**config.mk**
```make
export PLATFORM = sky130hd
export DESIGN_NAME = grid_scan_flat
export DESIGN_NICKNAME = d
export VERILOG_FILES = /design/src/rtl/grid_scan_pkg.sv /design/src/rtl/grid_scan_if.sv /design/src/rtl/grid_scan_scan_timer.sv /design/src/rtl/grid_scan.sv /design/src/flat_wrapper.sv
export SDC_FILE = /design/constraint.sdc
export NUM_CORES = 1
export LEC_CHECK = 0
export ABC_AREA = 1
export CAP_MARGIN = 20
export CORE_ASPECT_RATIO = 0.7
export CORE_MARGIN = 8
export CORE_UTILIZATION = 45
export CTS_CLUSTER_DIAMETER = 30
export DETAILED_ROUTE_END_ITERATION = 7
export HOLD_SLACK_MARGIN = 0.06
export PLACE_DENSITY_LB_ADDON = 0.3
export SYNTH_ARGS = -nofsm -noshare
export SYNTH_HDL_FRONTEND = slang
export SYNTH_SLANG_ARGS = --single-unit
export TNS_END_PERCENT = 10
```
**constraint.sdc**
```tcl
create_clock -name clka -period 2.5 [get_ports clka]
set_input_delay 0.625 -clock clka [delete_from_list [all_inputs] [get_ports clka]]
set_output_delay 0.625 -clock clka [all_outputs]
set_load 0.02 [all_outputs]
```
**src/rtl/grid_scan_pkg.sv**
```systemverilog
// Shared types and constants for the row-multiplexed grid display scanner.
package grid_scan_pkg;

    localparam int GRID_W = 64;
    localparam int ROWS   = 8;
    localparam int COLS   = 8;
    localparam int ROW_W  = $clog2(ROWS);

    typedef enum logic [1:0] {
        S_IDLE  = 2'd0,
        S_BLANK = 2'd1,
        S_SHOW  = 2'd2
    } scan_state_e;

    function automatic logic [ROWS-1:0] row_off(input bit active_low);
        if (active_low) begin
            return {ROWS{1'b1}};
        end else begin
            return {ROWS{1'b0}};
        end
    endfunction

    function automatic logic [ROWS-1:0] row_on(input logic [ROW_W-1:0] row, input bit active_low);
        logic [ROWS-1:0] onehot;
        onehot = {{(ROWS-1){1'b0}}, 1'b1} << row;
        if (active_low) begin
            return ~onehot;
        end else begin
            return onehot;
        end
    endfunction

endpackage

```
**src/rtl/grid_scan_if.sv**
```systemverilog
// Board input and display drive bundle between the datapath and the scanner.
interface grid_scan_if;
    import grid_scan_pkg::*;

    logic [GRID_W-1:0] grid;
    logic              grid_valid;
    logic [ROWS-1:0]   row_sel;
    logic [COLS-1:0]   col_data;
    logic              frame_done;
    logic              busy;

    modport master (
        output grid, grid_valid,
        input  row_sel, col_data, frame_done, busy
    );

    modport slave (
        input  grid, grid_valid,
        output row_sel, col_data, frame_done, busy
    );

endinterface

```
**src/rtl/grid_scan_scan_timer.sv**
```systemverilog
// Phase down-counter: loads a phase length and flags the final cycle of that phase.
module scan_timer #(
    parameter int CNT_W = 4
) (
    input  logic             clka,
    input  logic             stop,
    input  logic             load_i,
    input  logic [CNT_W-1:0] load_val_i,
    output logic             last_o,
    output logic             last_d_o
);

    logic [CNT_W-1:0] cnt_q;
    logic [CNT_W-1:0] cnt_d;

    // Next count; a loaded phase of N cycles starts at N-1 and holds at zero.
    always_comb begin
        cnt_d = cnt_q;
        if (load_i) begin
            cnt_d = load_val_i - CNT_W'(1);
        end else if (cnt_q != '0) begin
            cnt_d = cnt_q - CNT_W'(1);
        end else begin
            cnt_d = cnt_q;
        end
    end

    // Counter register.
    always_ff @(negedge clka) begin
        if (stop) begin
            cnt_q <= '0;
        end else begin
            cnt_q <= cnt_d;
        end
    end

    assign last_o   = (cnt_q == '0);
    assign last_d_o = (cnt_d == '0);

endmodule

```
**src/rtl/grid_scan.sv**
```systemverilog
// Scans a double-buffered 8x8 board onto row/column drivers, one row at a time.
module grid_scan
    import grid_scan_pkg::*;
#(
    parameter int DWELL          = 1000,
    parameter int BLANK          = 16,
    parameter bit ROW_ACTIVE_LOW = 1'b1
) (
    input  logic       clka,
    input  logic       stop,
    grid_scan_if.slave bus
);

    localparam int MAX_PH = (DWELL > BLANK) ? DWELL : BLANK;
    localparam int CNT_W  = $clog2(MAX_PH) + 1;
    localparam logic [CNT_W-1:0] BLANK_LD = CNT_W'(BLANK);
    localparam logic [CNT_W-1:0] DWELL_LD = CNT_W'(DWELL);
    localparam logic [ROW_W-1:0] LAST_ROW = ROW_W'(ROWS - 1);

    scan_state_e       state_q, state_d;
    logic [ROW_W-1:0]  row_q, row_d;
    logic [GRID_W-1:0] pending_q, pending_d;
    logic [GRID_W-1:0] snapshot_q, snapshot_d;
    logic              pend_flag_q, pend_flag_d;
    logic [ROWS-1:0]   row_sel_q, row_sel_d;
    logic [COLS-1:0]   col_data_q, col_data_d;
    logic              frame_done_q, frame_done_d;
    logic              busy_q, busy_d;

    logic              tmr_load_s;
    logic [CNT_W-1:0]  tmr_val_s;
    logic              tmr_last_s;
    logic              tmr_last_d_s;
    logic              boundary_s;

    scan_timer #(.CNT_W(CNT_W)) u_timer (
        .clka       (clka),
        .stop       (stop),
        .load_i     (tmr_load_s),
        .load_val_i (tmr_val_s),
        .last_o     (tmr_last_s),
        .last_d_o   (tmr_last_d_s)
    );

    // Phase sequencing plus the pending/snapshot double buffer.
    always_comb begin
        state_d     = state_q;
        row_d       = row_q;
        pending_d   = pending_q;
        snapshot_d  = snapshot_q;
        pend_flag_d = pend_flag_q;
        tmr_load_s  = 1'b0;
        tmr_val_s   = BLANK_LD;
        boundary_s  = 1'b0;

        case (state_q)
            S_IDLE: begin
                if (bus.grid_valid) begin
                    state_d    = S_BLANK;
                    row_d      = '0;
                    tmr_load_s = 1'b1;
                    tmr_val_s  = BLANK_LD;
                    boundary_s = 1'b1;
                end else begin
                    state_d = S_IDLE;
                end
            end
            S_BLANK: begin
                if (tmr_last_s) begin
                    state_d    = S_SHOW;
                    tmr_load_s = 1'b1;
                    tmr_val_s  = DWELL_LD;
                end else begin
                    state_d = S_BLANK;
                end
            end
            S_SHOW: begin
                if (tmr_last_s) begin
                    state_d    = S_BLANK;
                    row_d      = row_q + ROW_W'(1);
                    tmr_load_s = 1'b1;
                    tmr_val_s  = BLANK_LD;
                    boundary_s = (row_q == LAST_ROW);
                end else begin
                    state_d = S_SHOW;
                end
            end
            default: begin
                state_d = S_IDLE;
                row_d   = '0;
            end
        endcase

        // A board arriving exactly on a frame boundary bypasses the pending buffer.
        if (boundary_s) begin
            if (bus.grid_valid) begin
                snapshot_d = bus.grid;
            end else if (pend_flag_q) begin
                snapshot_d = pending_q;
            end else begin
                snapshot_d = snapshot_q;
            end
            pend_flag_d = 1'b0;
        end else if (bus.grid_valid) begin
            pending_d   = bus.grid;
            pend_flag_d = 1'b1;
        end else begin
            pend_flag_d = pend_flag_q;
        end
    end

    // Output values derived from the next state so they line up with it once registered.
    always_comb begin
        row_sel_d    = row_off(ROW_ACTIVE_LOW);
        col_data_d   = '0;
        frame_done_d = 1'b0;
        busy_d       = (state_d != S_IDLE);
        if (state_d == S_SHOW) begin
            row_sel_d    = row_on(row_d, ROW_ACTIVE_LOW);
            col_data_d   = snapshot_d[int'(row_d) * COLS +: COLS];
            frame_done_d = (row_d == LAST_ROW) && tmr_last_d_s;
        end else begin
            row_sel_d    = row_off(ROW_ACTIVE_LOW);
            col_data_d   = '0;
            frame_done_d = 1'b0;
        end
    end

    // State, buffers and output registers.
    always_ff @(negedge clka) begin
        if (stop) begin
            state_q      <= S_IDLE;
            row_q        <= '0;
            pending_q    <= '0;
            snapshot_q   <= '0;
            pend_flag_q  <= 1'b0;
            row_sel_q    <= row_off(ROW_ACTIVE_LOW);
            col_data_q   <= '0;
            frame_done_q <= 1'b0;
            busy_q       <= 1'b0;
        end else begin
            state_q      <= state_d;
            row_q        <= row_d;
            pending_q    <= pending_d;
            snapshot_q   <= snapshot_d;
            pend_flag_q  <= pend_flag_d;
            row_sel_q    <= row_sel_d;
            col_data_q   <= col_data_d;
            frame_done_q <= frame_done_d;
            busy_q       <= busy_d;
        end
    end

    assign bus.row_sel    = row_sel_q;
    assign bus.col_data   = col_data_q;
    assign bus.frame_done = frame_done_q;
    assign bus.busy       = busy_q;

endmodule

```
**src/flat_wrapper.sv**
```systemverilog
// flat-port wrapper written by rule: the top's interface ports become plain ports
module grid_scan_flat import grid_scan_pkg::*;
#(
    parameter int DWELL          = 1000,
    parameter int BLANK          = 16,
    parameter bit ROW_ACTIVE_LOW = 1'b1
)
  (clka, stop, bus_grid, bus_grid_valid, bus_row_sel, bus_col_data, bus_frame_done, bus_busy);
  grid_scan_if bus_i ();
  input  logic clka;
  input  logic stop;
  input wire logic [$bits(bus_i.grid)-1:0] bus_grid;
  input wire logic [$bits(bus_i.grid_valid)-1:0] bus_grid_valid;
  output wire logic [$bits(bus_i.row_sel)-1:0] bus_row_sel;
  output wire logic [$bits(bus_i.col_data)-1:0] bus_col_data;
  output wire logic [$bits(bus_i.frame_done)-1:0] bus_frame_done;
  output wire logic [$bits(bus_i.busy)-1:0] bus_busy;
  assign bus_i.grid = bus_grid;
  assign bus_i.grid_valid = bus_grid_valid;
  assign bus_row_sel = bus_i.row_sel;
  assign bus_col_data = bus_i.col_data;
  assign bus_frame_done = bus_i.frame_done;
  assign bus_busy = bus_i.busy;
  grid_scan #(.DWELL(DWELL), .BLANK(BLANK), .ROW_ACTIVE_LOW(ROW_ACTIVE_LOW)) u_core (.clka(clka), .stop(stop), .bus(bus_i));
endmodule
```
==> impl_results.html, run 1 <==
<table>
<tr><th>Metric</th><th>Value</th></tr>
<tr><th colspan="2">Cells and area</th></tr>
<tr><td>Layout area overhead</td><td>38.31%</td></tr>
<tr><td>Ratio of cells with drive above 1 in the final layout</td><td>16.32%</td></tr>
<tr><td>Net total in the final layout</td><td>approximately 1700</td></tr>
<tr><td>Number of fillers in the final layout</td><td>approximately 1700</td></tr>
<tr><td>Diode count</td><td>0</td></tr>
<tr><th colspan="2">Min path</th></tr>
<tr><td>Worst hold path stage count</td><td>2</td></tr>
<tr><td>Startpoint of the tightest hold check path</td><td>u_core.pending_q[2]</td></tr>
<tr><td>Hold WC Path Type</td><td>register to register</td></tr>
<tr><td>Endpoint, Worst Hold</td><td>u_core.pending_q[2]</td></tr>
<tr><th colspan="2">Route</th></tr>
<tr><td>Routed wire length per instance</td><td>13.92 um</td></tr>
<tr><td>First-pass iteration count of the detailed router</td><td>5</td></tr>
<tr><td>Number of nets with antenna violations after routing</td><td>0</td></tr>
<tr><td>Total vias in the final route</td><td>9144</td></tr>
<tr><td>Number of design-rule violations left by the first detailed-router iteration</td><td>~560</td></tr>
<tr><td>Number of design rule violations left after detail routing</td><td>0</td></tr>
<tr><td>Detailed Route WL</td><td>25.62 mm</td></tr>
<tr><td>Per-cell via count in the routed design</td><td>4.967</td></tr>
<tr><th colspan="2">Clock network</th></tr>
<tr><td>Number of CTS-inserted buffers</td><td>17</td></tr>
<tr><td>Count of hold buffers inserted by post-cts repair</td><td>0</td></tr>
<tr><td>Clock transition at the registers of the reported paths</td><td>approximately 0.040 ns</td></tr>
<tr><td>CTS sink count</td><td>163</td></tr>
<tr><td>H-tree Lvls</td><td>4</td></tr>
<tr><td>Worst-Skew Late Latency</td><td>0.47 ns</td></tr>
<tr><td>Master cell of the clock root buffer</td><td>clkbuf_16</td></tr>
<tr><td>CTS tree</td><td>yes</td></tr>
<tr><td>Clk buf depth</td><td>2</td></tr>
<tr><th colspan="2">Worst setup path</th></tr>
<tr><td>Critical path data arrival time</td><td>2.20 ns</td></tr>
<tr><td>Depth of the worst register-to-register path</td><td>17</td></tr>
<tr><td>Combined buffer and inverter count along the critical path</td><td>1</td></tr>
<tr><td>Element type at the critical path start</td><td>register</td></tr>
<tr><td>Capturing element type of the critical path</td><td>output pin</td></tr>
<tr><td>Path length in cells of the critical path</td><td>1</td></tr>
<tr><td>Cell family with the largest share of critical-path delay</td><td>flip-flops</td></tr>
<tr><td>Max stage delay on crit path</td><td>0.36 ns</td></tr>
<tr><td>Setup CP Type</td><td>register to output pin</td></tr>
<tr><td>Crit Reg-Reg Startpoint</td><td>u_core.u_timer.cnt_q[0]</td></tr>
<tr><td>Capture point of the worst reg-to-reg path</td><td>u_core.bus.col_data[4]</td></tr>
<tr><td>Maximum fanout along the worst path</td><td>1</td></tr>
<tr><td>Crit path cell chain</td><td>buf_6</td></tr>
<tr><td>Req. time, crit path</td><td>roughly 1.9 ns</td></tr>
<tr><td>Slowest cell on the critical path</td><td>dfxtp_2</td></tr>
<tr><td>FF-to-FF setup slack</td><td>~0.24 ns</td></tr>
<tr><th colspan="2">Logic synthesis</th></tr>
<tr><td>Post-synthesis cell type with the largest combined area</td><td>dfxtp_1</td></tr>
<tr><td>Fraction of synthesis flops using an asynchronous set or reset pin</td><td>0%</td></tr>
<tr><td>Mapped cell area</td><td>8504 um2</td></tr>
<tr><td>Dominant cell by count in the synthesized netlist</td><td>nand2_1</td></tr>
<tr><td>Number of instances in the synthesized netlist</td><td>1310</td></tr>
<tr><td>Number of distinct library cells after synthesis</td><td>36</td></tr>
<tr><td>Synth Net Count</td><td>about 1400</td></tr>
<tr><td>Post-synth top area share</td><td>38.37%</td></tr>
<tr><td>Average size of a mapped cell</td><td>6.492 um2</td></tr>
<tr><td>Leading post-synthesis cells by cell area</td><td>dfxtp_1 (38%), nand2_1 (18%), o21ai_0 (8.3%), inv_1 (8.1%), a21oi_1 (5.5%)</td></tr>
<tr><td>Dominant register cell in the synthesized netlist</td><td>dfxtp_1</td></tr>
<tr><td>Post-synth top cells</td><td>nand2_1 (402), inv_1 (183), dfxtp_1 (163)</td></tr>
<tr><td>Share of the yosys chip area belonging to registers</td><td>a little under two fifths</td></tr>
<tr><td>Flip-flop and latch count after synthesis</td><td>163</td></tr>
<tr><td>Ys Warns</td><td>0</td></tr>
<tr><td>Number of enable flip-flop cells after synthesis</td><td>0</td></tr>
<tr><th colspan="2">Pwr</th></tr>
<tr><td>Portion of total power attributed to sequential cells</td><td>about 33%</td></tr>
<tr><td>Fraction of power spent switching nets</td><td>38.54%</td></tr>
<tr><td>Combinational fraction of design power</td><td>28.3%</td></tr>
<tr><td>Portion of total power attributed to the clock network</td><td>38.5%</td></tr>
<tr><td>Overall power consumption</td><td>around 9.5 mW</td></tr>
<tr><td>P_int</td><td>5.823 mW</td></tr>
<tr><td>Ratio of total power to cell area</td><td>805.5 nW/um2</td></tr>
<tr><td>Static leakage power</td><td>between 5 and 6 nW</td></tr>
<tr><td>Peak ir drop on the vdd network</td><td>roughly 0.65 mV</td></tr>
<tr><td>Switching power total</td><td>3.652 mW</td></tr>
<tr><th colspan="2">Floorplan</th></tr>
<tr><td>Starting Density</td><td>45.46%</td></tr>
<tr><td>FP Rows</td><td>42</td></tr>
<tr><td>I/O pin count</td><td>85</td></tr>
<tr><td>Die X-Extent</td><td>180.3 um</td></tr>
<tr><td>Floorplan core area</td><td>18710 um2</td></tr>
<tr><td>Total die area</td><td>23620 um2</td></tr>
<tr><td>Die Y</td><td>131.0 um</td></tr>
<tr><th colspan="2">Run</th></tr>
<tr><td>Maximum capacitance violations</td><td>0</td></tr>
<tr><th colspan="2">GRT</th></tr>
<tr><td>Maximum number of pins on one net before global-route repair</td><td>69</td></tr>
<tr><td>Antenna violations before repair</td><td>0</td></tr>
<tr><td>Overall overflow remaining after global route</td><td>0</td></tr>
<tr><td>Via count of the first global-routing pass</td><td>9063</td></tr>
<tr><td>Global-route wire length before repair</td><td>41.96 mm</td></tr>
<tr><td>Global-route usage over all layers</td><td>21.66%</td></tr>
<tr><th colspan="2">Timing</th></tr>
<tr><td>Setup violation total in the final timing report</td><td>50</td></tr>
<tr><td>Total Negative Setup Slacks</td><td>-8.433 ns</td></tr>
<tr><td>Final worst setup slack</td><td>-0.3292 ns</td></tr>
<tr><td>Actual transition at the worst max-transition pin</td><td>just under 0.5 ns</td></tr>
<tr><td>Slew Viols, Final</td><td>0</td></tr>
<tr><td>Tightest slew margin relative to the limit</td><td>66.93%</td></tr>
<tr><td>RSZ-0062 raised after global routing</td><td>true</td></tr>
<tr><td>Final-report hold violation count</td><td>0</td></tr>
<tr><td>Layout Skew</td><td>approximately 0.022 ns</td></tr>
<tr><th colspan="2">Outcome</th></tr>
<tr><td>Failing checks</td><td>negative setup slack</td></tr>
<tr><td>Run status</td><td>finished, violations left</td></tr>
<tr><th colspan="2">Place</th></tr>
<tr><td>Detailed Place HPWL</td><td>16.70 mm</td></tr>
<tr><td>Global placement routability congestion</td><td>~0.82</td></tr>
<tr><td>Number of buffers added on ports</td><td>84</td></tr>
</table>
[power groups by stage]
| stage | sequential, mW | combinational, mW | clock (mW) |
|---|---|---|---|
| floorplan | 3.12 | 1.72 | 0.396 |
| global placement | 3.16 | 2.44 | 0.396 |
| detailed placement | 3.16 | 2.49 | 0.396 |
| CTS | 3.14 | 2.57 | 3.75 |
| global route | 3.17 | 3.00 | 4.10 |
| finish | 3.15 | 2.68 | 3.65 |
[sequential cells by signal, indices dropped and copies added (netlist names)]
signal,flops
u_core.pend_flag_q,1
u_core.row_q,3
u_core.snapshot_q,64
u_core.bus.row_sel,8
u_core.state_q,2
u_core.pending_q,64
u_core.bus.col_data,8
u_core.bus.busy,1
u_core.bus.frame_done,1
u_core.u_timer.cnt_q,11
[area by class of cell]
type / count / area (um2) / share of cell area (%)
inverters: 189 / 721.9 / 6.138
clock buffers: 17 / 425.4 / 3.617
flip-flops and latches: 163 / 3294 / 28.01
well taps: 242 / 302.8 / 2.574
clock inverters: 175 / 740.7 / 6.297
multi-input cells: 881 / 4473 / 38.03
repair buffers: 174 / 1804 / 15.34
[layout by cell type, fill, tap and decap left out, drive strengths merged, types with 2 or more instances in the layout]
master,count
xnor2,2
dlymetal6s2s,8
nand2,414
mux2i,17
nand4,6
o21bai,2
clkdlybuf4s50,55
nand3,59
ha,8
nor3,5
a21oi,94
dfxtp,163
clkinvlp,3
nor2,93
a22oi,5
bufinv,2
inv,356
buf,110
o22ai,5
clkbuf,17
clkinv,3
o21ai,168
[worst max path at each step]
| stage | from | to | slack (ns) |
|---|---|---|---|
| after floorplan | bus_grid_valid | u_core.bus.col_data[3] | -0.53 |
| after global placement | bus_grid_valid | u_core.bus.col_data[3] | -0.82 |
| after detailed placement | bus_grid_valid | u_core.bus.col_data[5] | -0.88 |
| after CTS | u_core.bus.col_data[6] | bus_col_data[6] | -0.33 |
| after global routing | bus_grid_valid | u_core.bus.col_data[1] | -0.37 |
| final | u_core.bus.col_data[6] | bus_col_data[6] | -0.33 |
[cell families (layout without fill, tap and decap cells)]
logic type | count (synthesis) | after routing | synth area share, %
buffers and inverters | 266 | 555 | 12.80
multiplexers | 17 | 17 | 2.001
AND/OR/NAND/NOR | 577 | 577 | 28.69
adder cells (fa/ha/maj) | 8 | 8 | 1.177
XOR/XNOR | 3 | 3 | 0.3090
AO/OA/AOI/OAI | 276 | 276 | 16.65
flip-flops | 163 | 163 | 38.37
[metal layers]
layer	part of all wire, %	GRT usage (%)	wire (um)
met3	7.2	8.757	1846
met1	49	27.47	12470
met2	43	32.35	10950
met4	1.4	9.109	359
met5	0	0	0
[what timing repair did]
action / 4_1_cts / 5_1_grt
gates resized for setup: 168 / 87
pin swaps: 7 / 22
setup endpoints to repair: 147 / 134
buffers inserted: 1 / 2
[per-stage QoR]
stage	util [%]	area, um2	cells	hold WS [ns]	setup slack, ns
after floorplan	-	8567	1310	0.4233	-0.5326
final	62.87	11760	1841	0.4403	-0.3292
after detailed placement	54.14	10130	1648	0.4369	-0.8760
after global routing	62.87	11760	1841	0.4557	-0.3659
after global placement	54.14	10130	1648	0.4328	-0.8186
after CTS	61.49	11500	1840	0.4420	-0.3344
(Power assumes the default switching activity.)
==> run 2, diff against run 1 <==
--- a/config.mk
+++ b/config.mk
@@ -6,6 +6,7 @@
 export NUM_CORES = 1
 export LEC_CHECK = 0
 export ABC_AREA = 1
+export ABC_CLOCK_PERIOD_IN_PS = 2500
 export CAP_MARGIN = 20
 export CORE_ASPECT_RATIO = 0.7
 export CORE_MARGIN = 8
==> results of run 2 <==
The final DEF is identical to that of run 1; final timing and power are the same.
==> run 3, diff against run 2 <==
--- a/config.mk
+++ b/config.mk
@@ -11,6 +11,7 @@
 export CORE_ASPECT_RATIO = 0.7
 export CORE_MARGIN = 8
 export CORE_UTILIZATION = 45
+export CTS_BUF_LIST = sky130_fd_sc_hd__clkbuf_8
 export CTS_CLUSTER_DIAMETER = 30
 export DETAILED_ROUTE_END_ITERATION = 7
 export HOLD_SLACK_MARGIN = 0.06
==> impl_results.html, run 3 (synthesis gave the netlist of run 1 again) <==
<table>
<tr><th>Metric</th><th>Value</th></tr>
<tr><th colspan="2">Outcome</th></tr>
<tr><td>Run status</td><td>finished, violations left</td></tr>
<tr><td>Failing checks</td><td>negative setup slack</td></tr>
<tr><th colspan="2">Pwr</th></tr>
<tr><td>Fraction of power spent switching nets</td><td>40.47% (+1.9 points)</td></tr>
<tr><td>Portion of total power attributed to the clock network</td><td>33.7% (-4.8 points)</td></tr>
<tr><td>P_int</td><td>5.247 mW (-9.9%)</td></tr>
<tr><td>Ratio of total power to cell area</td><td>754.2 nW/um2 (-6.4%)</td></tr>
<tr><td>Static leakage power</td><td>5.702 nW (-1.2%)</td></tr>
<tr><td>Switching power total</td><td>3.566 mW (-2.3%)</td></tr>
<tr><td>Portion of total power attributed to sequential cells</td><td>35.6% (+2.4 points)</td></tr>
<tr><td>Combinational fraction of design power</td><td>30.7% (+2.4 points)</td></tr>
<tr><td>Peak ir drop on the vdd network</td><td>0.6488 mV (about the same)</td></tr>
<tr><th colspan="2">Timing</th></tr>
<tr><td>RSZ-0062 raised after global routing</td><td>true</td></tr>
<tr><td>Setup violation total in the final timing report</td><td>46 (-8.0%)</td></tr>
<tr><td>Total Negative Setup Slacks</td><td>-8.694 ns (-0.2608 ns)</td></tr>
<tr><td>Layout Skew</td><td>0.02539 ns (+0.003383 ns)</td></tr>
<tr><td>Tightest slew margin relative to the limit</td><td>66.61% (-0.32 points)</td></tr>
<tr><td>Actual transition at the worst max-transition pin</td><td>0.5009 ns (+0.004752 ns)</td></tr>
<tr><td>Slew Viols, Final</td><td>0 (unchanged)</td></tr>
<tr><td>Final worst setup slack</td><td>-0.3513 ns (-0.02213 ns)</td></tr>
<tr><td>Final-report hold violation count</td><td>0 (unchanged)</td></tr>
<tr><th colspan="2">Floorplan</th></tr>
<tr><td>Die X-Extent</td><td>180.3 um (unchanged)</td></tr>
<tr><td>Total die area</td><td>23620 um2 (unchanged)</td></tr>
<tr><td>Die Y</td><td>131.0 um (unchanged)</td></tr>
<tr><td>I/O pin count</td><td>85 (unchanged)</td></tr>
<tr><td>FP Rows</td><td>42 (unchanged)</td></tr>
<tr><td>Starting Density</td><td>45.46% (unchanged)</td></tr>
<tr><td>Floorplan core area</td><td>18710 um2 (unchanged)</td></tr>
<tr><th colspan="2">Clock network</th></tr>
<tr><td>Worst-Skew Late Latency</td><td>0.49 ns (+0.02 ns)</td></tr>
<tr><td>Number of CTS-inserted buffers</td><td>17 (unchanged)</td></tr>
<tr><td>CTS tree</td><td>yes</td></tr>
<tr><td>CTS sink count</td><td>163 (unchanged)</td></tr>
<tr><td>Master cell of the clock root buffer</td><td>clkbuf_8</td></tr>
<tr><td>H-tree Lvls</td><td>4 (unchanged)</td></tr>
<tr><td>Clk buf depth</td><td>2 (unchanged)</td></tr>
<tr><td>Clock transition at the registers of the reported paths</td><td>0.04 ns (about the same)</td></tr>
<tr><th colspan="2">Worst setup path</th></tr>
<tr><td>Slowest cell on the critical path</td><td>dfxtp_2</td></tr>
<tr><td>Max stage delay on crit path</td><td>0.37 ns (about the same)</td></tr>
<tr><td>Critical path data arrival time</td><td>2.23 ns (+0.03 ns)</td></tr>
<tr><td>Crit path cell chain</td><td>buf_6</td></tr>
<tr><td>Capturing element type of the critical path</td><td>output pin</td></tr>
<tr><td>Element type at the critical path start</td><td>register</td></tr>
<tr><td>Setup CP Type</td><td>register to output pin</td></tr>
<tr><td>Capture point of the worst reg-to-reg path</td><td>u_core.bus.col_data[6]</td></tr>
<tr><td>Crit Reg-Reg Startpoint</td><td>u_core.u_timer.cnt_q[0]</td></tr>
<tr><td>Req. time, crit path</td><td>1.88 ns (about the same)</td></tr>
<tr><td>Cell family with the largest share of critical-path delay</td><td>flip-flops</td></tr>
<tr><td>FF-to-FF setup slack</td><td>0.26 ns (+0.02 ns)</td></tr>
<tr><td>Combined buffer and inverter count along the critical path</td><td>1 (unchanged)</td></tr>
<tr><td>Depth of the worst register-to-register path</td><td>16 (-1)</td></tr>
<tr><td>Path length in cells of the critical path</td><td>1 (unchanged)</td></tr>
<tr><td>Maximum fanout along the worst path</td><td>1 (unchanged)</td></tr>
<tr><th colspan="2">Cells and area</th></tr>
<tr><td>Share of the core filled with cells</td><td>62.46% (-0.41 points)</td></tr>
<tr><td>Layout area overhead</td><td>37.40%</td></tr>
<tr><td>Ratio of cells with drive above 1 in the final layout</td><td>17.16% (+0.83 points)</td></tr>
<tr><td>Number of fillers in the final layout</td><td>1690 (-0.18%)</td></tr>
<tr><td>Net total in the final layout</td><td>1668 (+0.24%)</td></tr>
<tr><td>Leading cell type in the layout, fill and taps excluded</td><td>nand2_1</td></tr>
<tr><td>Final Instance Count excl. Fillers</td><td>1845 (+0.22%)</td></tr>
<tr><td>Highest-count cells in the layout ignoring fill and taps</td><td>nand2_1 (377), inv_1 (340), dfxtp_1 (144)</td></tr>
<tr><td>Diode count</td><td>0 (unchanged)</td></tr>
<tr><td>Top Registers</td><td>u_core.pending_q: 64 flops, u_core.snapshot_q: 64 flops, u_core.u_timer.cnt_q: 11 flops</td></tr>
<tr><td>Footprint of the multi-input gates</td><td>4512 um2 (+0.87%)</td></tr>
<tr><td>Area occupied by registers</td><td>3292 um2 (about the same)</td></tr>
<tr><th colspan="2">GRT</th></tr>
<tr><td>Antenna violations before repair</td><td>0 (unchanged)</td></tr>
<tr><td>Overall overflow remaining after global route</td><td>0 (unchanged)</td></tr>
<tr><td>Via count of the first global-routing pass</td><td>8966 (-1.1%)</td></tr>
<tr><td>Global-route wire length before repair</td><td>41.79 mm (-0.41%)</td></tr>
<tr><td>Maximum number of pins on one net before global-route repair</td><td>69 (unchanged)</td></tr>
<tr><td>Global-route usage over all layers</td><td>21.51% (-0.15 points)</td></tr>
<tr><th colspan="2">Route</th></tr>
<tr><td>Detailed Route WL</td><td>25.63 mm (about the same)</td></tr>
<tr><td>Number of design-rule violations left by the first detailed-router iteration</td><td>601 (+6.6%)</td></tr>
<tr><td>First-pass iteration count of the detailed router</td><td>5 (unchanged)</td></tr>
<tr><td>Total vias in the final route</td><td>9127 (-0.19%)</td></tr>
<tr><td>Per-cell via count in the routed design</td><td>4.947 (-0.40%)</td></tr>
<tr><td>Number of design rule violations left after detail routing</td><td>0 (unchanged)</td></tr>
<tr><td>Number of nets with antenna violations after routing</td><td>0 (unchanged)</td></tr>
<tr><td>Routed wire length per instance</td><td>13.89 um (-0.17%)</td></tr>
<tr><th colspan="2">Place</th></tr>
<tr><td>Detailed Place HPWL</td><td>16.70 mm (unchanged)</td></tr>
<tr><td>DP Cell Count</td><td>1648 (unchanged)</td></tr>
<tr><td>Global placement routability congestion</td><td>0.8211 (unchanged)</td></tr>
<tr><td>Number of buffers added on ports</td><td>84 (unchanged)</td></tr>
<tr><th colspan="2">Min path</th></tr>
<tr><td>Hold WC Path Type</td><td>register to register</td></tr>
<tr><td>Startpoint of the tightest hold check path</td><td>u_core.pending_q[2]</td></tr>
<tr><td>Worst hold path stage count</td><td>2 (unchanged)</td></tr>
<tr><td>Endpoint, Worst Hold</td><td>u_core.pending_q[2]</td></tr>
<tr><th colspan="2">Run</th></tr>
<tr><td>Maximum capacitance violations</td><td>0 (unchanged)</td></tr>
</table>
## run 3: area by class of cell
class,instances,share of cell area [%]
Clock buffer,17,2.002
Clock inverter,175,6.339
Inverter,189,6.221
Multi-Input combinational cell,881,38.61
Sequential cell,163,28.17
Tap cell,242,2.591
Timing Repair Buffer,178,16.06
## run 3: worst max path at each step
stage | start | to | slack (ns)
after floorplan | bus_grid_valid | u_core.bus.col_data[3] | -0.53
after global placement | bus_grid_valid | u_core.bus.col_data[3] | -0.82
after detailed placement | bus_grid_valid | u_core.bus.col_data[5] | -0.88
after CTS | u_core.bus.col_data[6] | bus_col_data[6] | -0.36
after global routing | u_core.bus.col_data[0] | bus_col_data[0] | -0.38
final | u_core.bus.col_data[6] | bus_col_data[6] | -0.35
## run 3: metrics by stage
step,hold slack [ns],power [mW],setup slack [ns],area (um2)
final,0.4407,8.813,-0.3513,11690
after global routing,0.4562,9.630,-0.3813,11690
after CTS,0.4423,8.782,-0.3632,11300
after detailed placement,0.4369,6.046,-0.8760,10130
after global placement,0.4328,5.996,-0.8186,10130
after floorplan,0.4233,5.236,-0.5326,8567
## run 3: per-layer routing
layer / share of wire [%] / track usage (%)
met3: 7.1 / 7.928
met1: 49 / 27.99
met5: 0 / 0
met4: 1.5 / 9.109
met2: 42 / 31.77
## run 3: power by group through the flow
| stage | Combinational (mW) | Sequential (mW) | Clock (mW) |
|---|---|---|---|
| after floorplan | 1.72 | 3.12 | 0.396 |
| after global placement | 2.44 | 3.16 | 0.396 |
| after detailed placement | 2.49 | 3.16 | 0.396 |
| after CTS | 2.57 | 3.13 | 3.08 |
| after global routing | 3.02 | 3.17 | 3.45 |
| final | 2.70 | 3.14 | 2.97 |
## run 3: what timing repair did
item,in CTS,in global routing
gates resized for setup,162,104
cloned,0,2
hold buffers,0,0
pin swaps,3,36
endpoints found under the setup margin,142,133
buffers inserted,1,3
